$ cat config.mk
export PLATFORM = sky130hd
export DESIGN_NAME = alu_issue_ctrl_flat
export DESIGN_NICKNAME = d
export VERILOG_FILES = /design/src/rtl/alu_issue_ctrl_if.sv /design/src/rtl/alu_issue_ctrl.sv /design/src/flat_wrapper.sv
export SDC_FILE = /design/constraint.sdc
export NUM_CORES = 1
export LEC_CHECK = 0
export ABC_AREA = 1
export BUFFER_PORTS_ARGS = -buffer_cell sky130_fd_sc_hd__buf_4
export CORE_MARGIN = 5
export CORE_UTILIZATION = 38
export CTS_BUF_LIST = sky130_fd_sc_hd__clkbuf_8
export DETAILED_ROUTE_END_ITERATION = 8
export PLACE_DENSITY = 0.61
export SYNTH_ARGS = -nofsm -noshare
export SYNTH_HDL_FRONTEND = slang
export SYNTH_SLANG_ARGS = --single-unit
$ cat constraint.sdc
create_clock -name clk -period 1.8 [get_ports clk]
set_input_delay 0.09 -clock clk [delete_from_list [all_inputs] [get_ports clk]]
set_output_delay 0.09 -clock clk [all_outputs]
set_load 0.03 [all_outputs]
$ cat src/rtl/alu_issue_ctrl_if.sv
// Instruction handshake, ALU operand/result bus, writeback and debug read signals
// shared between the issue sequencer and its environment.
interface alu_issue_ctrl_if #(
    parameter int DW = 16,
    parameter int AW = 3
);
    logic          instr_valid;
    logic          instr_ready;
    logic [15:0]   instr;
    logic [DW-1:0] alu_data1;
    logic [DW-1:0] alu_data2;
    logic [2:0]    alu_ctrl;
    logic [DW-1:0] alu_result;
    logic          wb_valid;
    logic [AW-1:0] wb_addr;
    logic [DW-1:0] wb_data;
    logic          zero_flag;
    logic [AW-1:0] dbg_addr;
    logic [DW-1:0] dbg_data;

    modport master (
        output instr_valid, instr, alu_result, dbg_addr,
        input  instr_ready, alu_data1, alu_data2, alu_ctrl,
               wb_valid, wb_addr, wb_data, zero_flag, dbg_data
    );

    modport slave (
        input  instr_valid, instr, alu_result, dbg_addr,
        output instr_ready, alu_data1, alu_data2, alu_ctrl,
               wb_valid, wb_addr, wb_data, zero_flag, dbg_data
    );
endinterface

$ cat src/rtl/alu_issue_ctrl.sv
// Four-cycle issue/writeback sequencer: accepts a register-format instruction,
// reads operands from an 8x16 register file, drives the external ALU and writes back.
module alu_issue_ctrl #(
    parameter int DW   = 16,
    parameter int NREG = 8
) (
    input  logic              clk,
    input  logic              rst_n,
    alu_issue_ctrl_if.slave   bus
);
    localparam int AW = $clog2(NREG);

    typedef enum logic [1:0] {IDLE, DECODE, EXEC, WB} state_t;

    state_t        state_reg, state_next;
    logic          ready_next;
    logic          wb_valid_next;
    logic [15:0]   instr_reg;
    logic [DW-1:0] rf_reg [NREG];
    logic [DW-1:0] data1_reg, data2_reg, result_reg;
    logic [2:0]    ctrl_reg;
    logic [AW-1:0] wb_addr_reg;
    logic          zero_reg;

    logic [2:0]    op_f;
    logic [AW-1:0] rd_f, rs_f, rt_f;
    logic          imm_sel_f;
    logic [5:0]    imm6_f;

    assign op_f      = instr_reg[15:13];
    assign rd_f      = instr_reg[12:10];
    assign rs_f      = instr_reg[9:7];
    assign imm_sel_f = instr_reg[6];
    assign rt_f      = instr_reg[5:3];
    assign imm6_f    = instr_reg[5:0];

    // R0 is hardwired to zero regardless of the array contents
    function automatic logic [DW-1:0] rf_read(input logic [AW-1:0] a);
        return (a == '0) ? '0 : rf_reg[a];
    endfunction

    always_ff @(posedge clk) begin
        if (!rst_n) begin
            state_reg <= IDLE;
        end else begin
            state_reg <= state_next;
        end
    end

    always_comb begin
        state_next    = state_reg;
        ready_next    = 1'b0;
        wb_valid_next = 1'b0;
        case (state_reg)
            IDLE: begin
                ready_next = 1'b1;
                if (bus.instr_valid) state_next = DECODE;
            end
            DECODE: state_next = EXEC;
            EXEC:   state_next = WB;
            WB: begin
                wb_valid_next = 1'b1;
                state_next    = IDLE;
            end
            default: state_next = IDLE;
        endcase
    end

    always_ff @(posedge clk) begin
        if (!rst_n) begin
            instr_reg   <= '0;
            data1_reg   <= '0;
            data2_reg   <= '0;
            ctrl_reg    <= '0;
            result_reg  <= '0;
            wb_addr_reg <= '0;
            zero_reg    <= 1'b0;
        end else begin
            case (state_reg)
                IDLE: if (bus.instr_valid) instr_reg <= bus.instr;
                DECODE: begin
                    data1_reg <= rf_read(rs_f);
                    data2_reg <= imm_sel_f ? {{(DW-6){1'b0}}, imm6_f} : rf_read(rt_f);
                    ctrl_reg  <= op_f;
                end
                EXEC: begin
                    result_reg  <= bus.alu_result;
                    wb_addr_reg <= rd_f;
                end
                WB:      zero_reg <= (result_reg == '0);
                default: ;
            endcase
        end
    end

    // Entry 0 is cleared by reset and never written, so it stays zero too
    always_ff @(posedge clk) begin
        if (!rst_n) begin
            for (int i = 0; i < NREG; i++) rf_reg[i] <= '0;
        end else if (state_reg == WB && rd_f != '0) begin
            rf_reg[rd_f] <= result_reg;
        end
    end

    assign bus.instr_ready = ready_next;
    assign bus.wb_valid    = wb_valid_next;
    assign bus.alu_data1   = data1_reg;
    assign bus.alu_data2   = data2_reg;
    assign bus.alu_ctrl    = ctrl_reg;
    assign bus.wb_addr     = wb_addr_reg;
    assign bus.wb_data     = result_reg;
    assign bus.zero_flag   = zero_reg;
    assign bus.dbg_data    = rf_read(bus.dbg_addr);
endmodule

$ cat src/flat_wrapper.sv
// flat-port wrapper written by rule: the top's interface ports become plain ports
module alu_issue_ctrl_flat 
#(
    parameter int DW   = 16,
    parameter int NREG = 8
)
  (clk, rst_n, bus_instr_valid, bus_instr, bus_alu_result, bus_dbg_addr, bus_instr_ready, bus_alu_data1, bus_alu_data2, bus_alu_ctrl, bus_wb_valid, bus_wb_addr, bus_wb_data, bus_zero_flag, bus_dbg_data);
  alu_issue_ctrl_if #(.DW(DW)) bus_i ();
  input  logic clk;
  input  logic rst_n;
  input wire logic [$bits(bus_i.instr_valid)-1:0] bus_instr_valid;
  input wire logic [$bits(bus_i.instr)-1:0] bus_instr;
  input wire logic [$bits(bus_i.alu_result)-1:0] bus_alu_result;
  input wire logic [$bits(bus_i.dbg_addr)-1:0] bus_dbg_addr;
  output wire logic [$bits(bus_i.instr_ready)-1:0] bus_instr_ready;
  output wire logic [$bits(bus_i.alu_data1)-1:0] bus_alu_data1;
  output wire logic [$bits(bus_i.alu_data2)-1:0] bus_alu_data2;
  output wire logic [$bits(bus_i.alu_ctrl)-1:0] bus_alu_ctrl;
  output wire logic [$bits(bus_i.wb_valid)-1:0] bus_wb_valid;
  output wire logic [$bits(bus_i.wb_addr)-1:0] bus_wb_addr;
  output wire logic [$bits(bus_i.wb_data)-1:0] bus_wb_data;
  output wire logic [$bits(bus_i.zero_flag)-1:0] bus_zero_flag;
  output wire logic [$bits(bus_i.dbg_data)-1:0] bus_dbg_data;
  assign bus_i.instr_valid = bus_instr_valid;
  assign bus_i.instr = bus_instr;
  assign bus_i.alu_result = bus_alu_result;
  assign bus_i.dbg_addr = bus_dbg_addr;
  assign bus_instr_ready = bus_i.instr_ready;
  assign bus_alu_data1 = bus_i.alu_data1;
  assign bus_alu_data2 = bus_i.alu_data2;
  assign bus_alu_ctrl = bus_i.alu_ctrl;
  assign bus_wb_valid = bus_i.wb_valid;
  assign bus_wb_addr = bus_i.wb_addr;
  assign bus_wb_data = bus_i.wb_data;
  assign bus_zero_flag = bus_i.zero_flag;
  assign bus_dbg_data = bus_i.dbg_data;
  alu_issue_ctrl #(.DW(DW), .NREG(NREG)) u_core (.clk(clk), .rst_n(rst_n), .bus(bus_i));
endmodule
# After elaboration in Yosys (flattened, before gate mapping)
# Memories as Yosys holds them, arrays and structs flattened. A register that Yosys moved wholly into a read port is not among the register bits.
# Index checks and enable logic that the tools add are counted.
totals:
  reg_bits: 73
  ramBits: 128
  inputBits: 38
  output_inout_bits: 73
  n_memories: 1
mem_list:
  columns: ["memory", "depth", "word_bits", "rd", "rd_ports_with_merged_regs", "wr", "line", "source"]
  rows:
  - ["u_core.rf_reg", 8, 16, 3, 2, 8, "alu_issue_ctrl.sv:19", "logic [DW-1:0] rf_reg [NREG];"]
op_classes:
  eq_ne: 4
  n_mux: 19
  reduce_logical: 9
op_table:
  columns: ["operator", "count"]
  rows:
  - ["$mux 16", 5]
  - ["$logic_not 16->1", 1]
  - ["$reduce_or 16->1", 1]
  - ["$mux 3", 5]
  - ["$logic_not 3->1", 3]
  - ["$pmux 2 s4", 1]
  - ["$mux 1", 7]
  - ["$eq 2x2->1 const B", 2]
  - ["$reduce_bool 3->1", 1]
  - ["$eq 2x1->1 const B", 1]
  - ["$logic_not 2->1", 1]
  - ["$mux 2", 1]
  - ["$ne 2x2->1 const B", 1]
  - ["$reduce_and 2->1", 1]
  - ["$logic_and 1x1->1", 1]

# Logic depth before layout (Yosys ltp)
depth:
  ltp_word: 7
  ltp_mapped: 8
  mapped_depth_nobuf: 6

# Least setup slack after synthesis
# OpenSTA, ideal clock, no wires.
synth_timing:
  kind: "register to register"
  from: "register u_core.state_reg[0]"
  to: "memory u_core.rf_reg[5][0] (enable)"
  setup_time_ps: 372
  arrival_ps: 1674
  required_ps: 1428
  path_slack_ps: -246
  stages_incl_launch_ff: 7
  n_path_buf: 1
  period_less_slack_ps: 2046
  cell_sequence: "dfxtp_1 > ha_1 > nand3_4 > nor2_8 > nand2_4 > buf_6 > nand2_1"
synth_rtl:
  columns: ["element", "line", "source"]
  rows:
  - ["start: declaration", "alu_issue_ctrl.sv:15", "state_t state_reg, state_next;"]
  - ["start signal: assignment", "alu_issue_ctrl.sv:46", "state_reg <= state_next;"]
  - ["end: declaration", "alu_issue_ctrl.sv:19", null]

==> qor.txt <==
Post-synthesis cell count - 1470
Startpoint Class - flip-flop
Total power - 16800 µW
Final hold slack - 0.359 ns
R2R cell count - 5
Final WL - 35900 µm
Most frequent cells in the layout - nand2_1, nand3_1, nor2_1
Max incr delay on CP - 0.33 ns
DRC viols - 0
Final setup viols - 0
Max FO, Critical Path - 3
Post-Syn Area - 11000 µm²
Fillers - 2874
Top cells by area, synth - edfxtp_1, dfxtp_1, nand2_1
ANT nets after route - 0
Ys flop type - edfxtp_1
Post-synth EDFFs - 128
Die width - 180 µm
Area share of the largest cell type after synthesis - 34.8%
Post-layout min period - 1.76 ns
CTS clock-pin slew for the worst setup and hold paths - 0.05 ns
Sink Count - 207
I/O pins - 111
Crit end category - output pin
Pin count of the biggest net entering global routing - 81
Die height - 180 µm
MaxCap Viol Count - 0
RSZ-0062 raised after global routing - true
Site row count - 62
Post-DP HPWL - 25400 µm
Max-slew violations - 0
Area leader, netlist - edfxtp_1
Via count - 10600
Vias per cell - 5.21
Detailed Routing Iterations Pass 1 - 6
Seq/Total Area, Yosys - 49.1%
Setup Crit Path Kind - flip-flop to output pin
CP max stage cell - edfxtp_1
# nets final - 1665
Clock skew - 0.0137 ns
Most common cell after layout, fill and taps aside - nand2_1
Tcrit/Tclk final - 98.0%
Max H-tree Level - 2
Arr. time, crit path - 1.67 ns
Clock Latency Late Sink - 0.54 ns
Synthesis-stage register bit count - 207
Fmax achieved - 567 MHz
Async set-reset flop share out of synthesis - 0%
Post-synth cell types - 26
Layout cell share with drive strength beyond 1 - 17.5%
CTS Buf Count - 37
Syn_area_per_cell - 7.51 µm²
Sum Neg Setup Slack - 0 ns
GRT Overall Usage - 21.3%
Full die area - 32600 µm²
Number of synthesis warnings - 0
Core area - 28700 µm²
Peak supply drop - 643 µV
Hold Path Stages - 4
CP Cell Sequence - inv_1, a21oi_1, o21ai_0, nand3_1, nand2_2, a21oi_4, buf_6
Worst hold path type - primary input to flip-flop
RD Place Congestion - 0.974
Post-layout util - 47.7%
Worst path required time - 1.71 ns
1st-iter DRT viols - 1448
IO Port Bufs - 110
Worst-Margin Slew - 0.505 ns
Antenna violations before repair - 1
First-pass GRT wire length - 56100 µm
Max FFs per register - 128
CTS tree - yes
Vias in the first global route - 9770
Clk buf depth - 3
Routed wire per std cell - 17.7 µm
Outcome - finished, final reports clean
Leakage - 0.00595 µW
Fin. Hold Viols - 0
Max transition margin - 66.3%
Initial core utilization - 38.5%
Power density cells - 1220 nW/µm²
Grt total ovfl - 0
Inserted Diodes - 0
Synth-to-layout area growth - 24.0%
CTS root buf - clkbuf_8
[worst max-delay path, delay by kind of cell (launching register included)]
family | cells | cell delay (ns)
buffers and inverters | 2 | 0.22
AO/OA/AOI/OAI | 3 | 0.36
flip-flops | 1 | 0.33
AND/OR/NAND/NOR | 2 | 0.21
[power by group]
part	switching, µW	internal (µW)
Clock	1930	2040
Combinational	4510	2240
Sequential	391	5660
[cells by family after synthesis]
logic type                 synth area share [%]
AOI/OAI and AO/OA                          11.5
adders and majority gates                 0.566
buffers and inverters                      10.1
DFF                                        49.1
other                                    0.0340
and+or+nand+nor                            28.7
[routing by layer]
layer	vias up	part of all wire [%]	GRT usage [%]
met5	-	0.036	0
met4	2	2.1	5.87
met3	71	11	5.25
met2	577	41	30.0
met1	4832	45	32.6
li1	5119	-	-
[metrics by stage]
stage | cells | worst slack [ns] | instance area [µm²]
finish | 2034 | 0.0351 | 13700
global route | 2034 | -0.0796 | 13700
CTS | 2032 | 0.00153 | 13600
detailed placement | 1931 | 0.135 | 12500
global placement | 1931 | 0.177 | 12500
floorplan | 1485 | 0.0494 | 11100
[layout make-up]
type	count	area, µm²	area share [%]
timing repair buffer	197	1780	13.0
clock buffer	39	537	3.92
multi-input combinational	1012	4710	34.4
sequential	207	5430	39.6
clock inverter	28	140	1.02
inverter	167	627	4.58
tap	384	480	3.51
[worst paths after layout]
| check | startpoint | endpoint | slack [ns] |
|---|---|---|---|
| worst max-delay path | u_core.rf_reg[5][4]$_SDFFCE_PN0P_ | bus_dbg_data[4] | 0.04 |
| worst min-delay path | bus_alu_result[0] | u_core.bus.wb_data[0]$_SDFFE_PN0P_ | 0.36 |
| worst max register to register | u_core.state_reg[0]$_SDFFE_PN0P_ | u_core.rf_reg[3][9]$_SDFFCE_PN0P_ | 0.14 |
| worst min register to register | u_core.bus.alu_data1[12]$_SDFFE_PN0N_ | u_core.bus.alu_data1[12]$_SDFFE_PN0N_ | 0.46 |
[synthesized netlist by cell type (3+ instances only)]
master	count
nor2_1	149
ha_1	5
a21oi_1	158
buf_1	6
buf_2	31
nand2_2	4
nor2_2	3
inv_1	149
buf_6	9
clkbuf_1	50
inv_2	4
nand2_1	328
clkinv_1	14
nor3_1	3
nand3_1	241
edfxtp_1	128
nand2_4	4
dfxtp_1	79
nand4_1	3
o21ai_0	94
buf_4	3
[timing repair]
action                                  in CTS  in global routing
endpoints found under the hold margin       40                  0
hold buffers                                34                  0
pin swaps                                    0                  4
cloned                                       0                  0
endpoints found under the setup margin      10                 16
buffers inserted                             0                  2
resized for setup                           21                 62
Note: power is estimated with default switching activity, not from simulation.
